==> config.mk <==
export PLATFORM = sky130hd
export DESIGN_NAME = controlador_jogada
export DESIGN_NICKNAME = d
export VERILOG_FILES = /design/src/rtl/sudoku_pkg.sv /design/src/rtl/debouncer_botao.sv /design/src/rtl/controlador_jogada.sv
export SDC_FILE = /design/constraint.sdc
export NUM_CORES = 1
export LEC_CHECK = 0
export ABC_AREA = 1
export CAP_MARGIN = 20
export CORE_ASPECT_RATIO = 0.7
export CORE_UTILIZATION = 50
export DETAILED_ROUTE_END_ITERATION = 16
export DONT_BUFFER_PORTS = 1
export PLACE_DENSITY = 0.78
export SYNTH_ARGS = -nofsm -noshare
export SYNTH_HDL_FRONTEND = slang
export SYNTH_HIERARCHICAL = 1
export SYNTH_SLANG_ARGS = --single-unit
==> constraint.sdc <==
create_clock -name clk -period 1.64 [get_ports clk]
set_input_delay 0.164 -clock clk [delete_from_list [all_inputs] [get_ports clk]]
set_output_delay 0.164 -clock clk [all_outputs]
set_load 0.1 [all_outputs]
==> src/rtl/sudoku_pkg.sv <==
// Shared definitions for the Sudoku move sequencer, input capture and display logic.
// The state encoding here is the game-state bus seen by the other blocks.
package sudoku_pkg;

    typedef enum logic [2:0] {
        EST_LINHA    = 3'b000,
        EST_COLUNA   = 3'b001,
        EST_VERIFICA = 3'b010,
        EST_VALOR    = 3'b011,
        EST_ESCREVE  = 3'b100,
        EST_ERRO     = 3'b101,
        EST_VITORIA  = 3'b110
    } estado_t;

    localparam logic [3:0] COD_NENHUM = 4'd0;
    localparam logic [3:0] COD_MAX    = 4'd9;

    // Codes 1..9 are usable row/column/value entries.
    function automatic logic cod_valido(input logic [3:0] cod);
        return (cod != COD_NENHUM) && (cod <= COD_MAX);
    endfunction

endpackage

==> src/rtl/debouncer_botao.sv <==
// Enter-button conditioning: 2-flop synchronizer followed by a stable-low counter.
// Emits one single-cycle pulse per press; the button must be seen high before re-arming.
module debouncer_botao #(
    parameter int DEBOUNCE_CYC = 500000
) (
    input  logic clk,
    input  logic rst_n,
    input  logic botao_n,
    output logic pulso
);

    localparam int            CW       = $clog2(DEBOUNCE_CYC + 1);
    localparam logic [CW-1:0] CNT_ALVO = CW'(DEBOUNCE_CYC);
    localparam logic [CW-1:0] CNT_UM   = CW'(1);

    logic          sync1_q;
    logic          sync2_q;
    logic [CW-1:0] cnt_q;
    logic [CW-1:0] cnt_d;
    logic          pulso_q;
    logic          pulso_d;

    // Counter saturates at the target so a long hold yields only one pulse.
    always_comb begin
        cnt_d   = cnt_q;
        pulso_d = 1'b0;
        if (sync2_q) begin
            cnt_d = {CW{1'b0}};
        end else if (cnt_q == CNT_ALVO - CNT_UM) begin
            cnt_d   = CNT_ALVO;
            pulso_d = 1'b1;
        end else if (cnt_q != CNT_ALVO) begin
            cnt_d = cnt_q + CNT_UM;
        end else begin
            cnt_d = cnt_q;
        end
    end

    // Synchronizer idles high (button released) out of reset.
    always_ff @(posedge clk or negedge rst_n) begin
        if (!rst_n) begin
            sync1_q <= 1'b1;
            sync2_q <= 1'b1;
            cnt_q   <= {CW{1'b0}};
            pulso_q <= 1'b0;
        end else begin
            sync1_q <= botao_n;
            sync2_q <= sync1_q;
            cnt_q   <= cnt_d;
            pulso_q <= pulso_d;
        end
    end

    assign pulso = pulso_q;

endmodule

==> src/rtl/controlador_jogada.sv <==
// Sudoku move sequencer: row -> column -> value -> checker handshake -> board write,
// with error hold-off, empty-cell tracking and victory detection.
module controlador_jogada
    import sudoku_pkg::*;
#(
    parameter int DEBOUNCE_CYC = 500000,
    parameter int ERRO_CYC     = 50000000,
    parameter int N_CELULAS    = 81
) (
    input  logic       clk,
    input  logic       rst_n,
    input  logic       enable,
    input  logic       novo_jogo,
    input  logic [6:0] vazias_ini,
    input  logic       key_enter_n,
    input  logic [3:0] entrada_cod,
    input  logic       verif_ack,
    input  logic       verif_ok,
    output logic [2:0] estado_jogo,
    output logic [3:0] linha,
    output logic [3:0] coluna,
    output logic [3:0] valor,
    output logic       verif_req,
    output logic       escreve,
    output logic       erro,
    output logic       vitoria
);

    localparam int            VW        = $clog2(N_CELULAS + 1);
    localparam int            TW        = $clog2(ERRO_CYC + 1);
    localparam logic [VW-1:0] VAZ_UM    = VW'(1);
    localparam logic [TW-1:0] TIMER_UM  = TW'(1);
    localparam logic [TW-1:0] TIMER_INI = TW'(ERRO_CYC - 1);

    estado_t       estado_q, estado_d;
    logic [3:0]    linha_q, linha_d;
    logic [3:0]    coluna_q, coluna_d;
    logic [3:0]    valor_q, valor_d;
    logic [VW-1:0] vazias_q, vazias_d;
    logic [TW-1:0] timer_q, timer_d;
    logic          verif_req_q, verif_req_d;
    logic          escreve_q, escreve_d;
    logic          erro_q, erro_d;
    logic          vitoria_q, vitoria_d;
    logic          pulso_s;

    debouncer_botao #(
        .DEBOUNCE_CYC(DEBOUNCE_CYC)
    ) u_debouncer (
        .clk    (clk),
        .rst_n  (rst_n),
        .botao_n(key_enter_n),
        .pulso  (pulso_s)
    );

    // Next-state and datapath; novo_jogo overrides everything, enable=0 freezes the rest.
    always_comb begin
        estado_d    = estado_q;
        linha_d     = linha_q;
        coluna_d    = coluna_q;
        valor_d     = valor_q;
        vazias_d    = vazias_q;
        timer_d     = timer_q;
        verif_req_d = verif_req_q;
        escreve_d   = 1'b0;
        if (novo_jogo) begin
            linha_d     = 4'd0;
            coluna_d    = 4'd0;
            valor_d     = 4'd0;
            verif_req_d = 1'b0;
            timer_d     = {TW{1'b0}};
            vazias_d    = VW'(vazias_ini);
            if (vazias_ini == 7'd0) begin
                estado_d = EST_VITORIA;
            end else begin
                estado_d = EST_LINHA;
            end
        end else if (!enable) begin
            estado_d = estado_q;
        end else begin
            case (estado_q)
                EST_LINHA, EST_COLUNA, EST_VALOR: begin
                    if (!pulso_s) begin
                        estado_d = estado_q;
                    end else if (entrada_cod == COD_NENHUM) begin
                        linha_d  = 4'd0;
                        coluna_d = 4'd0;
                        valor_d  = 4'd0;
                        estado_d = EST_LINHA;
                    end else if (cod_valido(entrada_cod)) begin
                        case (estado_q)
                            EST_LINHA: begin
                                linha_d  = entrada_cod;
                                estado_d = EST_COLUNA;
                            end
                            EST_COLUNA: begin
                                coluna_d = entrada_cod;
                                estado_d = EST_VALOR;
                            end
                            default: begin
                                valor_d     = entrada_cod;
                                verif_req_d = 1'b0;
                                estado_d    = EST_VERIFICA;
                            end
                        endcase
                    end else begin
                        linha_d  = 4'd0;
                        coluna_d = 4'd0;
                        valor_d  = 4'd0;
                        timer_d  = TIMER_INI;
                        estado_d = EST_ERRO;
                    end
                end
                EST_VERIFICA: begin
                    // Ack only counts once the request has actually been raised.
                    if (verif_req_q && verif_ack) begin
                        verif_req_d = 1'b0;
                        if (verif_ok) begin
                            escreve_d = 1'b1;
                            estado_d  = EST_ESCREVE;
                        end else begin
                            linha_d  = 4'd0;
                            coluna_d = 4'd0;
                            valor_d  = 4'd0;
                            timer_d  = TIMER_INI;
                            estado_d = EST_ERRO;
                        end
                    end else begin
                        verif_req_d = 1'b1;
                    end
                end
                EST_ESCREVE: begin
                    if (vazias_q > VAZ_UM) begin
                        vazias_d = vazias_q - VAZ_UM;
                        linha_d  = 4'd0;
                        coluna_d = 4'd0;
                        valor_d  = 4'd0;
                        estado_d = EST_LINHA;
                    end else begin
                        vazias_d = {VW{1'b0}};
                        estado_d = EST_VITORIA;
                    end
                end
                EST_ERRO: begin
                    if (timer_q == {TW{1'b0}}) begin
                        estado_d = EST_LINHA;
                    end else begin
                        timer_d = timer_q - TIMER_UM;
                    end
                end
                EST_VITORIA: begin
                    estado_d = EST_VITORIA;
                end
                default: begin
                    linha_d     = 4'd0;
                    coluna_d    = 4'd0;
                    valor_d     = 4'd0;
                    verif_req_d = 1'b0;
                    estado_d    = EST_LINHA;
                end
            endcase
        end
        erro_d    = (estado_d == EST_ERRO);
        vitoria_d = (estado_d == EST_VITORIA);
    end

    // State, datapath and output registers.
    always_ff @(posedge clk or negedge rst_n) begin
        if (!rst_n) begin
            estado_q    <= EST_LINHA;
            linha_q     <= 4'd0;
            coluna_q    <= 4'd0;
            valor_q     <= 4'd0;
            vazias_q    <= {VW{1'b0}};
            timer_q     <= {TW{1'b0}};
            verif_req_q <= 1'b0;
            escreve_q   <= 1'b0;
            erro_q      <= 1'b0;
            vitoria_q   <= 1'b0;
        end else begin
            estado_q    <= estado_d;
            linha_q     <= linha_d;
            coluna_q    <= coluna_d;
            valor_q     <= valor_d;
            vazias_q    <= vazias_d;
            timer_q     <= timer_d;
            verif_req_q <= verif_req_d;
            escreve_q   <= escreve_d;
            erro_q      <= erro_d;
            vitoria_q   <= vitoria_d;
        end
    end

    assign estado_jogo = estado_q;
    assign linha       = linha_q;
    assign coluna      = coluna_q;
    assign valor       = valor_q;
    assign verif_req   = verif_req_q;
    assign escreve     = escreve_q;
    assign erro        = erro_q;
    assign vitoria     = vitoria_q;

endmodule

==> impl_metrics.py <==
metrics = {
    "layout": {
        "num-fill-cells": 646,
        "final_common_cell": "nand2_1",
        "final_layout_size_suffix_gt1_share_pct": 25.8,
        "final_cell_mix": "162 x nand2_1, 80 x nor2_1, 67 x dfrtp_1",
        "seqCellArea_um2": 1870,
        "nNetsFinal": 760,
        "insertedDiodeCount": 0,
        "syn_to_final_growth_pct": 30.4,
        "multi_input_area_um2": 2760,
    },
    "outcome": {
        "status": "finished, violations left",
        "violations": "negative hold slack, negative setup slack",
    },
    "synthesis": {
        "synth_area_um2": 4610,
        "yosys.area.top_type": "dfrtp_1",
        "async_flop_share_pct": 100,
        "synth.avg_cell_area_um2": 7.02,
        "synth_edf_count": 0,
        "synth_cell_types": 37,
        "syn_nets": 681,
        "ys_seq_area_share_pct": 40.2,
        "syn_inst": 657,
        "synth_top_area_share_pct": 39.1,
        "ys_warn_count": 6,
        "yosys_register_bits": 74,
        "synthTopCellsByArea": "dfrtp_1 39%, nand2_1 15%, nor2_1 7.5%",
        "synthFlopType": "dfrtp_1",
    },
    "clock_tree": {
        "holdBufCountCts": 7,
        "path_clk_slew_ns": 0.06,
        "cts_tree": "yes",
        "cts_buffer_depth": 2,
        "clock_sinks": 74,
        "h-tree-depth": 3,
        "cts_made_buffers": 9,
        "clk_latency_ns": 0.35,
        "cts-root-buf": "clkbuf_16",
    },
    "detailed_routing": {
        "wl_met2_um": 5950,
        "drtIter0Drc": 586,
        "vias_per_cell": 5.62,
        "routed_wl_um": 13300,
        "via_count": 4840,
        "route.met3.wl_um": 1190,
        "wire_per_inst_um": 15.5,
        "top_layer": "met4",
        "postRouteAntennaNets": 0,
        "firstDrtPassIters": 6,
        "m1WireLength_um": 5850,
        "route.detailed.drc": 0,
    },
    "sta": {
        "fin_ws_ns": -0.0872,
        "hold_violations": 74,
        "min_period_ns": 1.73,
        "worstMarginPinSlew_ns": 0.622,
        "hold_ws_ns": -0.491,
        "max_freq_mhz": 579,
        "drv_slew": 0,
        "skew_ns": 0.00970,
        "fin_crit_sh_pct": 105,
        "rsz0062_at_grt": "true",
        "max_slew_margin_pct": 58.1,
        "setup_viol": 36,
    },
    "worst_setup_path": {
        "worst-setup-path-type": "reg2reg",
        "crit_chain": "nor2_1, nand2_1, nor2_2, nand3_1, nand2_1, nand2_2, nand2_8, buf_12, buf_16, nand2_2, nand2_1",
        "max_stage_delay_ns": 0.40,
        "slowest_stage": "dfrtp_1",
        "crit_path_frequent_cell": "nand2_1",
        "critPathMaxFanout": 7,
        "worst_setup_path_end_kind": "flip-flop",
        "r2r_cells": 11,
        "worst_r2r_endpoint": "timer_q[21]",
        "critical_path_arrival_ns": 2.02,
        "cp.required_ns": 1.93,
        "reg2reg_setup_slack_ns": -0.09,
        "r2r_start": "timer_q[17]",
        "crit_end": "timer_q[21]",
        "crit_path_start_kind": "flip-flop",
        "startpoint": "timer_q[17]",
    },
    "global_route": {
        "grt_pass1_wl_um": 20100,
        "grt.total_usage_pct": 27.3,
        "grt_max_degree": 75,
        "antenna_found_initial": 0,
        "grt_pass1_vias": 4345,
        "overflow": 0,
    },
    "pwr": {
        "p_int_w": 0.00366,
        "switching_share_pct": 34.6,
        "p_sw_w": 0.00194,
        "clock_power_share_pct": 34.4,
        "power.density_nw_per_um2": 931,
        "vdd_ir_drop_max_v": 0.000592,
        "power_frac_seq_pct": 38.0,
        "p_leak_nw": 2.83,
        "power_frac_comb_pct": 27.6,
    },
    "place": {
        "pre_cts_ws_ns": -0.0431,
        "numPortBuffers": 0,
        "dp_hpwl_um": 8760,
        "gp_congestion": 0.950,
    },
    "die": {
        "core-area_um2": 8690,
        "num_io_pins": 37,
        "fp.dieArea_um2": 9610,
        "fp.dieW_um": 117,
        "die_h_um": 82.3,
        "initial_core_util_pct": 53.1,
        "rows": 28,
    },
    "min_path": {
        "hold_path_class": "in2async",
    },
    "job": {
        "drv_cap": 0,
    },
}
routing by layer:
metal  vias up  global-route usage (%)
li1       2280                       -
met1      2253                    36.9
met2       253                    42.1
met3        54                    7.81
met4         0                    8.99
met5         -                       0
worst max-delay path: cells and delay by family, from the launching register on:
family	cells	cell delay [ns]
DFF	1	0.40
and+or+nand+nor	9	1.03
buffers and inverters	2	0.23
cell type report:
cell class              count  area share [%]
clock buffers              12            4.27
inverters                  69            4.43
clock inverters             4           0.562
repair buffers             78            11.3
well taps                 120            2.50
flip-flops and latches     74            31.1
multi-input cells         504            45.8
flip-flops by register name, summed over array words and instances, names as in the netlist, 3 cells and up:
register,flops
vazias_q,7
linha,4
u_debouncer/cnt_q,19
valor,4
coluna,4
estado_jogo,3
timer_q,26
worst min path at each step:
stage,cells past startpoint,end,start,slack (ns)
finish,0,timer_q[7],rst_n,-0.49
global route,0,vazias_q[5],rst_n,-0.50
CTS,0,timer_q[16],rst_n,-0.50
detailed placement,0,coluna[2],rst_n,-0.13
global placement,0,coluna[2],rst_n,-0.13
floorplan,0,coluna[0],rst_n,-0.13
metrics by stage:
step / instance area (um^2) / instances / power [W] / util [%] / setup TNS (ns)
floorplan: 4680 / 657 / 0.00298 / - / -1.86
global placement: 5230 / 824 / 0.00336 / 60.2 / -0.00877
detailed placement: 5230 / 824 / 0.00340 / 60.2 / -0.433
CTS: 5710 / 853 / 0.00541 / 65.8 / -0.634
global route: 6010 / 861 / 0.00582 / 69.2 / -5.25
finish: 6010 / 861 / 0.00560 / 69.2 / -1.55
cells by family after synthesis:
| group | Yosys count | synth area share [%] |
|---|---|---|
| AO/OA/AOI/OAI | 75 | 8.71 |
| XOR/XNOR | 15 | 2.85 |
| adder cells (fa/ha/maj) | 6 | 1.63 |
| buffers and inverters | 80 | 7.11 |
| flip-flops | 74 | 40.2 |
| AND/OR/NAND/NOR | 407 | 39.5 |
synthesized netlist by cell type, drive strengths merged (2+ instances only):
master	count
a21oi	23
and2	2
buf	7
clkbuf	4
dfrtp	72
dfstp	2
ha	6
inv	69
nand2	199
nand3	65
nand3b	6
nand4	16
nor2	103
nor3	11
o211ai	3
o21ai	41
o21bai	4
o22ai	2
or2	3
xnor2	5
xor2	10
power by group through the flow:
stage,clock [W],combinational [W],sequential (W)
after floorplan,0,0.000639,0.00234
after global placement,0,0.00123,0.00213
after detailed placement,0,0.00126,0.00214
after CTS,0.00194,0.00135,0.00211
after global routing,0.00201,0.00167,0.00214
final,0.00193,0.00154,0.00213
repair_timing:
item                                    in CTS  in global routing
resized for setup                           14                 72
endpoints found under the setup margin      32                 49
setup buffers                                5                  8
cloned                                       2                  0
pin swaps                                    3                 24
hold endpoints to repair                    82                 74
No activity file was read; power rests on OpenSTA's default activity.
